## config.mk

```make
export PLATFORM = sky130hd
export DESIGN_NAME = sequenciador_quadro
export DESIGN_NICKNAME = d
export VERILOG_FILES = /design/src/rtl/sequenciador_quadro_pkg.sv /design/src/rtl/sequenciador_quadro_contador.sv /design/src/rtl/sequenciador_quadro.sv
export SDC_FILE = /design/constraint.sdc
export NUM_CORES = 1
export LEC_CHECK = 0
export BUFFER_PORTS_ARGS = -buffer_cell sky130_fd_sc_hd__buf_2
export CORE_MARGIN = 2
export CORE_UTILIZATION = 50
export CTS_BUF_LIST = sky130_fd_sc_hd__clkbuf_4
export DETAILED_ROUTE_END_ITERATION = 12
export PLACE_DENSITY = 0.74
export SYNTH_ARGS = -nofsm -noshare
export SYNTH_HDL_FRONTEND = slang
export SYNTH_SLANG_ARGS = --single-unit
```

## constraint.sdc

```tcl
create_clock -name clock -period 2.95 [get_ports clock]
set_input_delay 0.59 -clock clock [delete_from_list [all_inputs] [get_ports clock]]
set_output_delay 0.59 -clock clock [all_outputs]
set_load 0.02 [all_outputs]
```

## src/rtl/sequenciador_quadro_pkg.sv

```systemverilog
// Package: sequenciador_quadro_pkg
// Purpose : shared state codes and output decoding for the frame sequencer.
//           The state encoding is also used by anything that decodes
//           db_estado_sequenciador.
// Contents: estado_t   - FSM state codes
//           saidas_t   - registered output bundle driven by the FSM
//           saidas_de  - output values that belong to a given state
//           em_espera  - states that wait on a coordinator's fim_*
//           em_passada - states that belong to an ongoing frame pass
//           proximo_estagio - fixed coordinator order within a pass
package sequenciador_quadro_pkg;

    typedef enum logic [4:0] {
        INICIAL       = 5'b00000,
        ESPERA_QUADRO = 5'b00001,
        MOVE_AST      = 5'b00010,
        MOVE_TIRO     = 5'b00011,
        AST_TIRO      = 5'b00100,
        AST_NAVE      = 5'b00101,
        FIM_QUADRO    = 5'b00110,
        ERRO          = 5'b11111
    } estado_t;

    // cordena[0]=move asteroids, [1]=move shots, [2]=asteroid/shot, [3]=asteroid/ship
    typedef struct packed {
        logic [3:0] cordena;
        logic       fim_quadro;
        logic       erro_timeout;
    } saidas_t;

    function automatic saidas_t saidas_de(input estado_t e);
        saidas_t s;
        s.cordena      = 4'b0000;
        s.fim_quadro   = 1'b0;
        s.erro_timeout = 1'b0;
        case (e)
            MOVE_AST:   s.cordena      = 4'b0001;
            MOVE_TIRO:  s.cordena      = 4'b0010;
            AST_TIRO:   s.cordena      = 4'b0100;
            AST_NAVE:   s.cordena      = 4'b1000;
            FIM_QUADRO: s.fim_quadro   = 1'b1;
            ERRO:       s.erro_timeout = 1'b1;
            default:    s.cordena      = 4'b0000;
        endcase
        return s;
    endfunction

    function automatic logic em_espera(input estado_t e);
        return (e == MOVE_AST) || (e == MOVE_TIRO) || (e == AST_TIRO) || (e == AST_NAVE);
    endfunction

    function automatic logic em_passada(input estado_t e);
        return em_espera(e) || (e == FIM_QUADRO);
    endfunction

    function automatic estado_t proximo_estagio(input estado_t e);
        estado_t p;
        case (e)
            MOVE_AST:  p = MOVE_TIRO;
            MOVE_TIRO: p = AST_TIRO;
            AST_TIRO:  p = AST_NAVE;
            AST_NAVE:  p = FIM_QUADRO;
            default:   p = ERRO;
        endcase
        return p;
    endfunction

endpackage

```

## src/rtl/sequenciador_quadro_contador.sv

```systemverilog
// Module : contador_m
// Purpose: modulo-M counter with synchronous clear and enable. fim_ciclo is
//          high while the count sits at M-1 (the value it wraps from).
// Ports  : clock     in  system clock, rising edge
//          reset     in  synchronous, active-high
//          clr       in  synchronous clear to zero (wins over en)
//          en        in  count enable
//          fim_ciclo out count == M-1
module contador_m
    import sequenciador_quadro_pkg::*;
#(
    parameter int M = 16
) (
    input  logic clock,
    input  logic reset,
    input  logic clr,
    input  logic en,
    output logic fim_ciclo
);

    localparam int W = (M > 1) ? $clog2(M) : 1;
    localparam logic [W-1:0] MAX = W'(M - 1);

    logic [W-1:0] cont_r;

    // count register: clear has priority, wraps from M-1 back to zero
    always_ff @(posedge clock) begin
        if (reset) begin
            cont_r <= '0;
        end else if (clr) begin
            cont_r <= '0;
        end else if (en) begin
            if (cont_r == MAX) begin
                cont_r <= '0;
            end else begin
                cont_r <= cont_r + W'(1);
            end
        end else begin
            cont_r <= cont_r;
        end
    end

    // wrap flag
    always_comb begin
        fim_ciclo = (cont_r == MAX);
    end

endmodule

```

## src/rtl/sequenciador_quadro.sv

```systemverilog
// Module : sequenciador_quadro
// Purpose: frame-level initiator. A free-running frame timer triggers one
//          pass per frame through four coordinators (move asteroids, move
//          shots, asteroid/shot, asteroid/ship), each driven with a
//          start-level / done handshake and guarded by a watchdog.
// Ports  : clock, reset (sync, active-high), iniciar, pausa
//          cordena_* out - start levels (Moore, registered)
//          fim_*     in  - done from each coordinator
//          fim_quadro out - one-cycle pulse at end of pass
//          quadro_perdido out - sticky, tick arrived during a pass
//          erro_timeout out - high while in ERRO
//          db_estado_sequenciador out [4:0] - current state code
module sequenciador_quadro
    import sequenciador_quadro_pkg::*;
#(
    parameter int FRAME_CICLOS = 1000,
    parameter int TIMEOUT      = 4096
) (
    input  logic       clock,
    input  logic       reset,
    input  logic       iniciar,
    input  logic       pausa,
    output logic       cordena_move_asteroides,
    input  logic       fim_move_asteroides,
    output logic       cordena_move_tiros,
    input  logic       fim_move_tiros,
    output logic       cordena_asteroide_tiro,
    input  logic       fim_cordena_asteroide_tiro,
    output logic       cordena_asteroide_nave,
    input  logic       fim_asteroide_nave,
    output logic       fim_quadro,
    output logic       quadro_perdido,
    output logic       erro_timeout,
    output logic [4:0] db_estado_sequenciador
);

    estado_t estado_r;
    saidas_t saidas_r;
    logic    quadro_perdido_r;

    logic timer_en_s;
    logic timer_wrap_s;
    logic tick_s;
    logic em_espera_s;
    logic fim_atual_s;
    logic wd_clr_s;
    logic wd_wrap_s;
    logic estouro_s;

    // timer gating, done selection for the current stage and watchdog control
    always_comb begin
        timer_en_s  = (estado_r != INICIAL) && (estado_r != ERRO) && !pausa;
        tick_s      = timer_wrap_s && timer_en_s;
        em_espera_s = em_espera(estado_r);
        case (estado_r)
            MOVE_AST:  fim_atual_s = fim_move_asteroides;
            MOVE_TIRO: fim_atual_s = fim_move_tiros;
            AST_TIRO:  fim_atual_s = fim_cordena_asteroide_tiro;
            AST_NAVE:  fim_atual_s = fim_asteroide_nave;
            default:   fim_atual_s = 1'b0;
        endcase
        // clearing on the leaving edge makes the count start at zero on entry
        wd_clr_s  = !em_espera_s || fim_atual_s;
        estouro_s = em_espera_s && !fim_atual_s && wd_wrap_s;
    end

    contador_m #(.M(FRAME_CICLOS)) u_timer (
        .clock     (clock),
        .reset     (reset),
        .clr       (1'b0),
        .en        (timer_en_s),
        .fim_ciclo (timer_wrap_s)
    );

    contador_m #(.M(TIMEOUT)) u_watchdog (
        .clock     (clock),
        .reset     (reset),
        .clr       (wd_clr_s),
        .en        (em_espera_s),
        .fim_ciclo (wd_wrap_s)
    );

    // sequencer FSM; outputs are registered together with the state they belong to
    always_ff @(posedge clock) begin
        if (reset) begin
            estado_r         <= INICIAL;
            saidas_r         <= saidas_de(INICIAL);
            quadro_perdido_r <= 1'b0;
        end else begin
            if (tick_s && em_passada(estado_r)) begin
                quadro_perdido_r <= 1'b1;
            end else begin
                quadro_perdido_r <= quadro_perdido_r;
            end
            case (estado_r)
                INICIAL: begin
                    if (iniciar) begin
                        estado_r <= ESPERA_QUADRO;
                        saidas_r <= saidas_de(ESPERA_QUADRO);
                    end
                end
                ESPERA_QUADRO: begin
                    if (tick_s) begin
                        estado_r <= MOVE_AST;
                        saidas_r <= saidas_de(MOVE_AST);
                    end
                end
                MOVE_AST, MOVE_TIRO, AST_TIRO, AST_NAVE: begin
                    if (fim_atual_s) begin
                        estado_r <= proximo_estagio(estado_r);
                        saidas_r <= saidas_de(proximo_estagio(estado_r));
                    end else if (estouro_s) begin
                        estado_r <= ERRO;
                        saidas_r <= saidas_de(ERRO);
                    end
                end
                FIM_QUADRO: begin
                    estado_r <= ESPERA_QUADRO;
                    saidas_r <= saidas_de(ESPERA_QUADRO);
                end
                ERRO: begin
                    estado_r <= ERRO;
                    saidas_r <= saidas_de(ERRO);
                end
                default: begin
                    estado_r <= ERRO;
                    saidas_r <= saidas_de(ERRO);
                end
            endcase
        end
    end

    // port mapping of the registered outputs
    always_comb begin
        cordena_move_asteroides = saidas_r.cordena[0];
        cordena_move_tiros      = saidas_r.cordena[1];
        cordena_asteroide_tiro  = saidas_r.cordena[2];
        cordena_asteroide_nave  = saidas_r.cordena[3];
        fim_quadro              = saidas_r.fim_quadro;
        erro_timeout            = saidas_r.erro_timeout;
        quadro_perdido          = quadro_perdido_r;
        db_estado_sequenciador  = estado_r;
    end

endmodule

```

Word level (Yosys, flattened, before mapping):

Cells that the tools add are included.

* register bits after elaboration: 34
* output and inout bits: 12
* input bits: 8
* word-level logic and storage cells: 66

* reduce and logical (&&, ||, !) cells: 19
* equal/unequal tests: 18
* muxes and demuxes: 20
* add/subtract/negate cells: 2

Operator list (count)
* $pmux 5 s4: 2
* $mux 5: 7
* $eq 5x3->1 const B: 6
* $mux 6: 4
* $pmux 6 s4: 1
* $eq 5x2->1 const B: 4
* $pmux 4 s4: 1
* $add 12x1->12 const B: 1
* $eq 12x12->1 const B: 1
* $mux 12: 1
* $add 10x1->10 const B: 1
* $eq 10x10->1 const B: 1
* $mux 10: 1
* $logic_and 1x1->1: 6
* $eq 5x1->1 const B: 1
* $eq 5x5->1 const B: 1
* $logic_not 5->1: 1
* $logic_or 1x1->1: 5
* $ne 5x5->1 const B: 1
* $reduce_bool 5->1: 1
* $ne 2x2->1 const B: 2
* $pmux 1 s4: 1
* $reduce_or 4->1: 1
* $logic_not 1->1: 3
* other kinds (4): 5

Depth between registers and ports, before layout:

Gate-level depths: netlist of run 1.

* depth after elaboration: 9
* depth in mapped cells: 7
* depth with buffers taken out: 6

Modules after synthesis:

From an unflattened synthesis of run 1, not the netlist that was laid out.

* cell total of the unflattened synthesis: 186
* area, all modules: 1706.6 sq um

Modules (own cells, without submodules)
* sequenciador_quadro: sequential area each 200.2 sq um, times used 1, cells each 68, area each 633.1 sq um
* contador_m (u_watchdog): sequential area each 240.2 sq um, times used 1, cells each 66, area each 575.6 sq um
* contador_m (u_timer): sequential area each 200.2 sq um, times used 1, cells each 52, area each 498.0 sq um

Least setup slack after synthesis of run 1:

OpenSTA, ideal clock, no wires.

* kind: reg-to-reg
* start point: reg estado_r[1] (netlist: db_estado_sequenciador[1])
* end point: reg estado_r[0] (netlist: db_estado_sequenciador[0])
* data required time: 2.821 ns
* path buffers: 1
* arrival: 1.639 ns
* path slack: 1.182 ns
* setup time: 0.129 ns
* period minus slack after synthesis: 1.768 ns
* cell stages (with the launch flop): 7
* path through: dfxtp_1 -> buf_4 -> nand3b_1 -> a211oi_2 -> nor3_1 -> nor3_1 -> a31oi_1

* longest elaborated chain between the ends: 8
* elaborated cells between the ends (all ways): 27
* those cells by class: 10 x eq/ne; 4 x mux; 13 x reduce/logical

Ends and longest elaborated chain
* start: declaration: line sequenciador_quadro.sv:37 `estado_t estado_r;`
* start signal: assignment: line sequenciador_quadro.sv:110 `estado_r <= proximo_estagio(estado_r);`
* parallel branches: the longest is 8 deep, another holds $eq 5x3->1

Parallel ways; which one is timed is not known.
A chain may end at the register's enable or synchronous reset.

Worst setup path after layout of run 1:

* start point: reg estado_r[1] (netlist: db_estado_sequenciador[1])
* end point: reg estado_r[2] (netlist: db_estado_sequenciador[2])

The elaborated chain is that of the path after synthesis.

==> impl_metrics.yaml, run 1 <==
run_status:
  status: "completed"
clocking:
  cts_tree: "done"
  ctsHoldBuffers: 0
  cts_buffer_depth: 2
  clkTransAtPathRegs_ps: 100
  insertion_delay_ps: 330
  post_cts_buffers: 0
  h-tree-depth: 2
  clock-root-buffer: "clkbuf_4"
  cts_sinks: 32
  cts_buffers: 5
  cts_resized: 0
global_routing:
  grt_max_degree: 24
  grt_pass1_vias: 1395
  grt_pass1_wl_um: 6150
  grt_use_total_pct: 19.8
  antenna_found_initial: 0
  grt_overflow: 0
synth:
  synth_top_area_share_pct: 37.8
  yosys_warnings: 0
  synthCells: 195
  syn_avg_cell_area_um2: 8.69
  syn_area_mm2: 0.00169
  seq_area_frac_synth_pct: 37.8
  yosys-top-cells-area: "dfxtp_1, nor2_1, xnor2_1, xor2_1, a21oi_1"
  yosys.area.top_type: "dfxtp_1"
  ys_types: 46
  ys_seq_elements: 32
  synth.net_count: 205
setup_path:
  arrival_ps: 2440
  worst_setup_path_start_kind: "flop"
  cp-end-kind: "flop"
  crit_fanout: 23
  crit_required_ps: 3210
  critical_path_class: "flop to flop"
place:
  routabilityCongestion: 0.778
  dp_cells: 250
  dp_hpwl_um: 2380
  portBuffers: 19
cells_and_area:
  filler_cell_count: 300
  seqCellArea_um2: 641
  num_antenna_cells: 0
  final_util_pct: 56.1
  area_delta_synth_final_pct: 8.79
  final_cell_count_no_fill: 258
  multi_input_area_um2: 963
  num-nets-final: 221
  drive_gt1_share_pct: 20.8
floorplan:
  design.portCount: 20
  fp-row-count: 21
  die_area_mm2: 0.00387
  die_h_um: 62.2
  core-area_mm2: 0.00328
  start_util_pct: 51.6
  chipWidth_um: 62.2
power:
  fin_total_pwr_w: 0.00138
  p_per_area_mw_per_mm2: 749
  ir_drop_v: 0.000608
  leakage_nw: 0.607
route:
  wl_per_cell_um: 13.2
  drtPass1Iterations: 4
  wl_um: 3410
  drc: 0
  vias: 1405
  antenna_left: 0
  vias_per_cell: 5.45
  dr.first_iter.drc_count: 50
job:
  maxCapViolCount: 0
sta:
  skew_ps: 11.2
  worst_slew_pin_slew_ps: 736
  relSlewSlack_pct: 50.8
  final.min_clock_period_ps: 2190
  setup_viol: 0
  maxSlewViolCount: 0
  max_freq_mhz: 457
  holdWs_ps: 462
  fin_tns_setup_ps: 0
  hold_viol_final: 0
  post-route-period-util_pct: 74.2
  grt_setup_unrepaired: "false"
hold_path:
  hold_class: "flop to flop"
[placed cells by master (no fill, tap or decap), drive strengths merged, types with 3 or more instances in the layout]
cell	synthesis	routed
o21ai	11	11
nand2b	3	3
nand3	8	8
xnor2	9	9
nor4	7	7
nand3b	5	5
inv	8	8
xor2	8	8
or3	5	5
clkbuf	3	7
dfxtp	32	32
nand4	7	7
a21oi	12	12
nor3	9	9
nand2	12	12
buf	7	19
or4	3	3
a211oi	3	3
nor2	24	24
[per-stage QoR]
step                      worst slack [ps]  cell area [um^2]
after floorplan                       1180              1690
after global placement                 887              1790
after detailed placement               804              1790
after CTS                              783              1840
after global routing                   579              1840
final                                  762              1840
[final timing paths]
check                                            endpoint  cells past startpoint  slack [ps]                      start
worst max-delay path            db_estado_sequenciador[2]                      5         760  db_estado_sequenciador[1]
worst max register to register  db_estado_sequenciador[2]                      5         760  db_estado_sequenciador[1]
worst min register to register       u_watchdog.cont_r[0]                      1         460       u_watchdog.cont_r[0]
worst min-delay path                 u_watchdog.cont_r[0]                      1         460       u_watchdog.cont_r[0]
[per-layer routing]
metal	track usage [%]	wire length [um]
met1	25.3	1670
met2	31.0	1590
met3	6.16	131
met4	8.33	22
met5	0	0
[Yosys cell counts, drive strengths merged]
cell type,number
a211oi,3
a21o,1
a21oi,12
a311oi,1
a31oi,1
a41oi,1
and2,1
buf,7
clkbuf,3
dfxtp,32
ha,2
inv,8
mux2i,2
nand2,12
nand2b,3
nand3,8
nand3b,5
nand4,7
nand4b,1
nor2,24
nor2b,2
nor3,9
nor4,7
nor4b,1
o211ai,1
o21a,1
o21ai,11
o21bai,1
o41a,1
o41ai,1
or3,5
or4,3
or4b,1
xnor2,9
xor2,8
[worst max-delay path, stage by stage (launching register included)]
cell and delay (ps):
dfxtp_1 810, nand3b_1 210, a211oi_2 130, o41ai_4 610
nor2_2 110, a311oi_2 240
[area by class of cell]
| class | instances | share of cell area (%) |
|---|---|---|
| multi-input cells | 145 | 52.3 |
| flip-flops and latches | 32 | 34.8 |
| repair buffers | 19 | 5.16 |
| well taps | 46 | 3.12 |
| clock buffers | 7 | 2.85 |
| inverters | 8 | 1.63 |
| clock inverters | 1 | 0.204 |
[registers in the layout (all words and copies together) (netlist names)]
register	flops
quadro_perdido	1
erro_timeout	1
u_watchdog.cont_r	12
db_estado_sequenciador	3
fim_quadro	1
cordena_asteroide_tiro	1
cordena_move_asteroides	1
cordena_move_tiros	1
cordena_asteroide_nave	1
u_timer.cont_r	10
[report_power, final]
part	switching, W	internal (W)
sequential	0.000104	0.000474
combinational	0.000334	0.000217
clock	0.000143	0.000110
[cell families (layout without fill, tap and decap cells)]
kind of cell	after synthesis	count (layout)	share of synthesized area [%]
compound gates	35	35	15.4
xor+xnor	17	17	9.23
fa+ha+maj	2	2	1.48
buf+inv	18	35	5.32
flops	32	32	37.8
mux	2	2	1.18
simple gates	89	89	29.6
Note: power is estimated with default switching activity, not from simulation.
==> run 2, diff against run 1 <==
Clock period 2.95 ns to 2.27 ns, I/O delays scaled along.
==> run 2 against run 1 <==
- via count fell by 0.28%
- clock power grew 24%
- count of clock-buffer cells in the layout down 1
- sequential power up 21%
- non-clock buffer count rose by 3
- critical path depth did not move
- flip-flop and latch count unchanged
- design area increased by 0.88%
- setup slack worse by 490 ps
- critical endpoint unchanged
==> impl_metrics.yaml, run 2 (same netlist as run 1, synthesis figures left out) <==
power:
  clockPowerShare_pct: 17.3
  p_comb_share_pct: 44.2
  internal-power_w: 0.00105
  ir_drop_v: 0.000733
  switching_share_pct: 42.3
  seqPwrFrac_pct: 38.4
  p_sw_w: 0.000766
  p_per_area_mw_per_mm2: 975
  leakage_nw: 0.620
clocking:
  clkTransAtPathRegs_ps: 100
  post_cts_buffers: 0
  h-tree-depth: 2
  clock-root-buffer: "clkbuf_4"
  cts_buffers: 5
  cts_sinks: 32
  ctsHoldBuffers: 0
  cts_buffer_depth: 2
  cts_resized: 0
  cts_tree: "done"
  insertion_delay_ps: 330
setup_path:
  crit_chain: "nand3b_1, a211oi_2, o41ai_4, nor2_2, a311oi_2"
  critPathLaunch: "db_estado_sequenciador[1]"
  crit_buf_inv: 0
  critical_path_class: "flop to flop"
  r2r_slack_ps: 280
  worst_setup_path_start_kind: "flop"
  cp-end-kind: "flop"
  r2r_cells: 5
  cp_slowest_cell: "dfxtp_1"
  r2r_end: "db_estado_sequenciador[2]"
  cp_top_family: "compound AO/OA/AOI/OAI gates"
  arrival_ps: 2250
  crit_required_ps: 2520
  critPathMaxStageDelay_ps: 640
  reg2reg_from: "db_estado_sequenciador[1]"
  crit_fanout: 15
cells_and_area:
  filler_cell_count: 311
  mostFrequentLayoutCells: "dfxtp_1, nor2_1, buf_2"
  num_antenna_cells: 0
  area_delta_synth_final_pct: 9.75
  design_area_mm2: 0.00186
  drive_gt1_share_pct: 22.0
  largest_register_ffs: 12
  regMostFlops: "u_watchdog.cont_r"
  num-nets-final: 224
  multi_input_area_um2: 963
  seqCellArea_um2: 641
  final_util_pct: 56.6
  final_common_cell: "dfxtp_1"
place:
  post-place-ws_ps: 314
  dp_hpwl_um: 2430
  routabilityCongestion: 0.815
  portBuffers: 19
  dpl_cell_area_mm2: 0.00181
hold_path:
  hp-start: "fim_cordena_asteroide_tiro"
  holdPathEnd: "cordena_asteroide_nave"
  worstHoldPathCells: 3
  hold_class: "primary input to flop"
sta:
  fin_ws_ps: 275
  post-route-period-util_pct: 87.9
  setup_viol: 0
  worst_slew_pin_slew_ps: 599
  grt_setup_unrepaired: "false"
  relSlewSlack_pct: 60.0
  maxSlewViolCount: 0
  skew_ps: 7.03
  final.min_clock_period_ps: 1990
  max_freq_mhz: 501
  hold_viol_final: 0
  fin_tns_setup_ps: 0
global_routing:
  use_met1_pct: 24.5
  grt_use_met2_pct: 28.9
  grt_max_degree: 16
  antenna_found_initial: 0
  grt.busiest_layer: "met2"
  use_met3_pct: 6.52
  grt_pass1_wl_um: 5870
  grt_pass1_vias: 1314
  grt_use_total_pct: 19.1
  grt_overflow: 0
route:
  wl_per_cell_um: 12.9
  drtPass1Iterations: 4
  vias_per_cell: 5.39
  vias: 1401
  dr.first_iter.drc_count: 60
  antenna_left: 0
  wl_um: 3360
  drc: 0
floorplan:
  design.portCount: 20
  chipWidth_um: 62.2
  die_h_um: 62.2
  start_util_pct: 51.6
  die_area_mm2: 0.00387
  fp-row-count: 21
  core-area_mm2: 0.00328
run_status:
  status: "completed"
job:
  maxCapViolCount: 0
==> run 2: cell count changes in the layout (fill, tap and decap cells not counted), sizes merged <==
cell	previous run	this run
clkbuf	7	6
buf	19	22
==> run 2: worst min-delay path, cell delays in order <==
cell	delay [ps]
buf_2	110
nand3_1	70
a21oi_1	60
==> run 2: metrics by stage <==
stage	power [W]	std cells	hold WS, ps
CTS	0.00182	260	394
detailed placement	0.00150	253	449
finish	0.00181	260	400
global route	0.00193	260	411
floorplan	0.00134	195	428
global placement	0.00149	253	447
==> run 2: layout make-up <==
type / count / area share (%)
repair buffers: 22 / 6.33
clock inverters: 1 / 0.269
inverters: 8 / 1.62
multi-input cells: 145 / 51.8
flip-flops and latches: 32 / 34.5
clock buffers: 6 / 2.42
well taps: 46 / 3.10
==> run 2: worst max path at each step <==
stage                           endpoint  slack, ps  cells after the start
2_1_floorplan  db_estado_sequenciador[0]        500                      6
3_3_place_gp   db_estado_sequenciador[2]        410                      6
3_5_place_dp   db_estado_sequenciador[2]        310                      5
4_1_cts        db_estado_sequenciador[2]        280                      5
5_1_grt           cordena_asteroide_nave         60                      5
6_report       db_estado_sequenciador[2]        280                      5
==> run 2: power groups by stage <==
stage	Combinational, W	Clock, W	Sequential (W)
after floorplan	0.000628	0	0.000713
after global placement	0.000780	0	0.000706
after detailed placement	0.000790	0	0.000708
after CTS	0.000794	0.000326	0.000695
after global routing	0.000879	0.000345	0.000707
final	0.000802	0.000314	0.000696
==> run 2: layer usage <==
| metal | routed length, um | part of all wire, % |
|---|---|---|
| met3 | 134 | 4.0 |
| met2 | 1520 | 45 |
| met1 | 1640 | 49 |
| met4 | 62 | 1.8 |
| met5 | 0 | 0 |
==> run 3, diff against run 2 <==
Settings changed: ABC_CLOCK_PERIOD_IN_PS set to 2270, CORE_UTILIZATION 50 to 60, PLACE_DENSITY 0.74 to 0.86.
==> run 3 against run 2 <==
- die area fell by 16%
- fmax is 2.5% lower
- flip-flop and latch count is the same
- largest cell class unchanged
==> impl_metrics.yaml, run 3 (same netlist as run 1, synthesis figures left out) <==
global_routing:
  grt_max_degree: 19
  grt_use_total_pct: 24.0
  antenna_found_initial: 0
  grt_pass1_wl_um: 6010
  grt_overflow: 0
  grt_pass1_vias: 1434
clocking:
  cts_tree: "done"
  cts_buffer_depth: 2
  cts_sinks: 32
  clock-root-buffer: "clkbuf_4"
  ctsHoldBuffers: 0
  h-tree-depth: 2
  cts_resized: 0
  insertion_delay_ps: 330
  post_cts_buffers: 0
  clkTransAtPathRegs_ps: 90
  cts_buffers: 5
sta:
  relSlewSlack_pct: 61.0
  maxSlewViolCount: 0
  final.min_clock_period_ps: 2050
  fin_tns_setup_ps: 0
  max_freq_mhz: 489
  post-route-period-util_pct: 90.1
  worst_slew_pin_slew_ps: 576
  holdWs_ps: 410
  skew_ps: 5.72
  fin_ws_ps: 224
  grt_setup_unrepaired: "false"
  setup_viol: 0
  hold_viol_final: 0
floorplan:
  die_area_mm2: 0.00326
  start_util_pct: 62.5
  fp-row-count: 19
  core-area_mm2: 0.00271
  chipWidth_um: 57.1
  die_h_um: 57.1
  design.portCount: 20
setup_path:
  reg2reg_from: "db_estado_sequenciador[2]"
  r2r_slack_ps: 220
  arrival_ps: 2290
  r2r_cells: 5
  critical_path_class: "flop to flop"
  r2r_end: "db_estado_sequenciador[2]"
  crit_fanout: 18
  crit_required_ps: 2520
  worst_setup_path_start_kind: "flop"
  cp-end-kind: "flop"
power:
  p_per_area_mw_per_mm2: 971
  ir_drop_v: 0.000782
  internal-power_w: 0.00104
  fin_total_pwr_w: 0.00178
  p_sw_w: 0.000741
  clockPowerShare_pct: 17.0
  seqPwrFrac_pct: 39.3
  p_comb_share_pct: 43.7
  switching_share_pct: 41.6
  leakage_nw: 0.615
hold_path:
  hold_class: "primary input to flop"
  worstHoldPathCells: 3
  holdPathEnd: "cordena_asteroide_nave"
  hp-start: "fim_cordena_asteroide_tiro"
cells_and_area:
  drive_gt1_share_pct: 21.6
  regMostFlops: "u_watchdog.cont_r"
  final_common_cell: "dfxtp_1"
  area_delta_synth_final_pct: 8.20
  mostFrequentLayoutCells: "dfxtp_1, nor2_1, buf_2"
  largest_register_ffs: 12
  num_antenna_cells: 0
  num-nets-final: 223
route:
  vias: 1428
  wl_um: 3480
  vias_per_cell: 5.85
  antenna_left: 0
  drtPass1Iterations: 4
  drc: 0
  wl_per_cell_um: 14.2
  dr.first_iter.drc_count: 69
place:
  dp_hpwl_um: 2650
  routabilityCongestion: 0.815
  post-place-ws_ps: 257
  portBuffers: 19
run_status:
  status: "completed"
job:
  maxCapViolCount: 0
-- run 3: per-layer routing --
metal	vias up	wire [um]	GRT usage, %
li1	730	-	-
met1	667	1480	26.0
met2	22	1790	41.1
met3	9	132	9.07
met4	0	70	12.0
met5	-	0	0
-- run 3: worst max path at each step --
stage                               from                         to  slack, ps  depth (start not counted)
6_report       db_estado_sequenciador[2]  db_estado_sequenciador[2]        220                          5
5_1_grt        db_estado_sequenciador[2]  db_estado_sequenciador[1]         60                          5
4_1_cts        db_estado_sequenciador[2]  db_estado_sequenciador[2]        240                          5
3_5_place_dp   db_estado_sequenciador[2]  db_estado_sequenciador[2]        260                          5
3_3_place_gp   db_estado_sequenciador[2]  db_estado_sequenciador[2]        370                          5
2_1_floorplan  db_estado_sequenciador[1]  db_estado_sequenciador[0]        500                          6
-- run 3: layout make-up --
type,instances,area [um^2]
clock buffer,6,45.0
clock inverter,1,5.00
fill,219,877
inverter,8,30.0
multi-input combinational,145,963
sequential,32,641
tap,31,38.8
timing repair buffer,21,110
-- run 3: critical path: stages (launching register included) --
cell      delay [ps]
dfxtp_1          680
nand3b_1         210
a211oi_2         130
o41ai_4          590
nor2_2           110
a311oi_2         250
-- run 3: power by group through the flow --
stage	clock network [W]	registers [W]	logic (W)
floorplan	0	0.000713	0.000628
global placement	0	0.000709	0.000744
detailed placement	0	0.000711	0.000774
CTS	0.000319	0.000698	0.000776
global route	0.000338	0.000711	0.000848
finish	0.000303	0.000700	0.000777
-- run 3: stage by stage --
| step | instances | instance area [um^2] | utilization (%) |
|---|---|---|---|
| after global routing | 244 | 1830 | 67.6 |
| after detailed placement | 237 | 1780 | 65.8 |
| after floorplan | 195 | 1690 | - |
| final | 244 | 1830 | 67.6 |
| after global placement | 237 | 1780 | 65.8 |
| after CTS | 244 | 1830 | 67.6 |
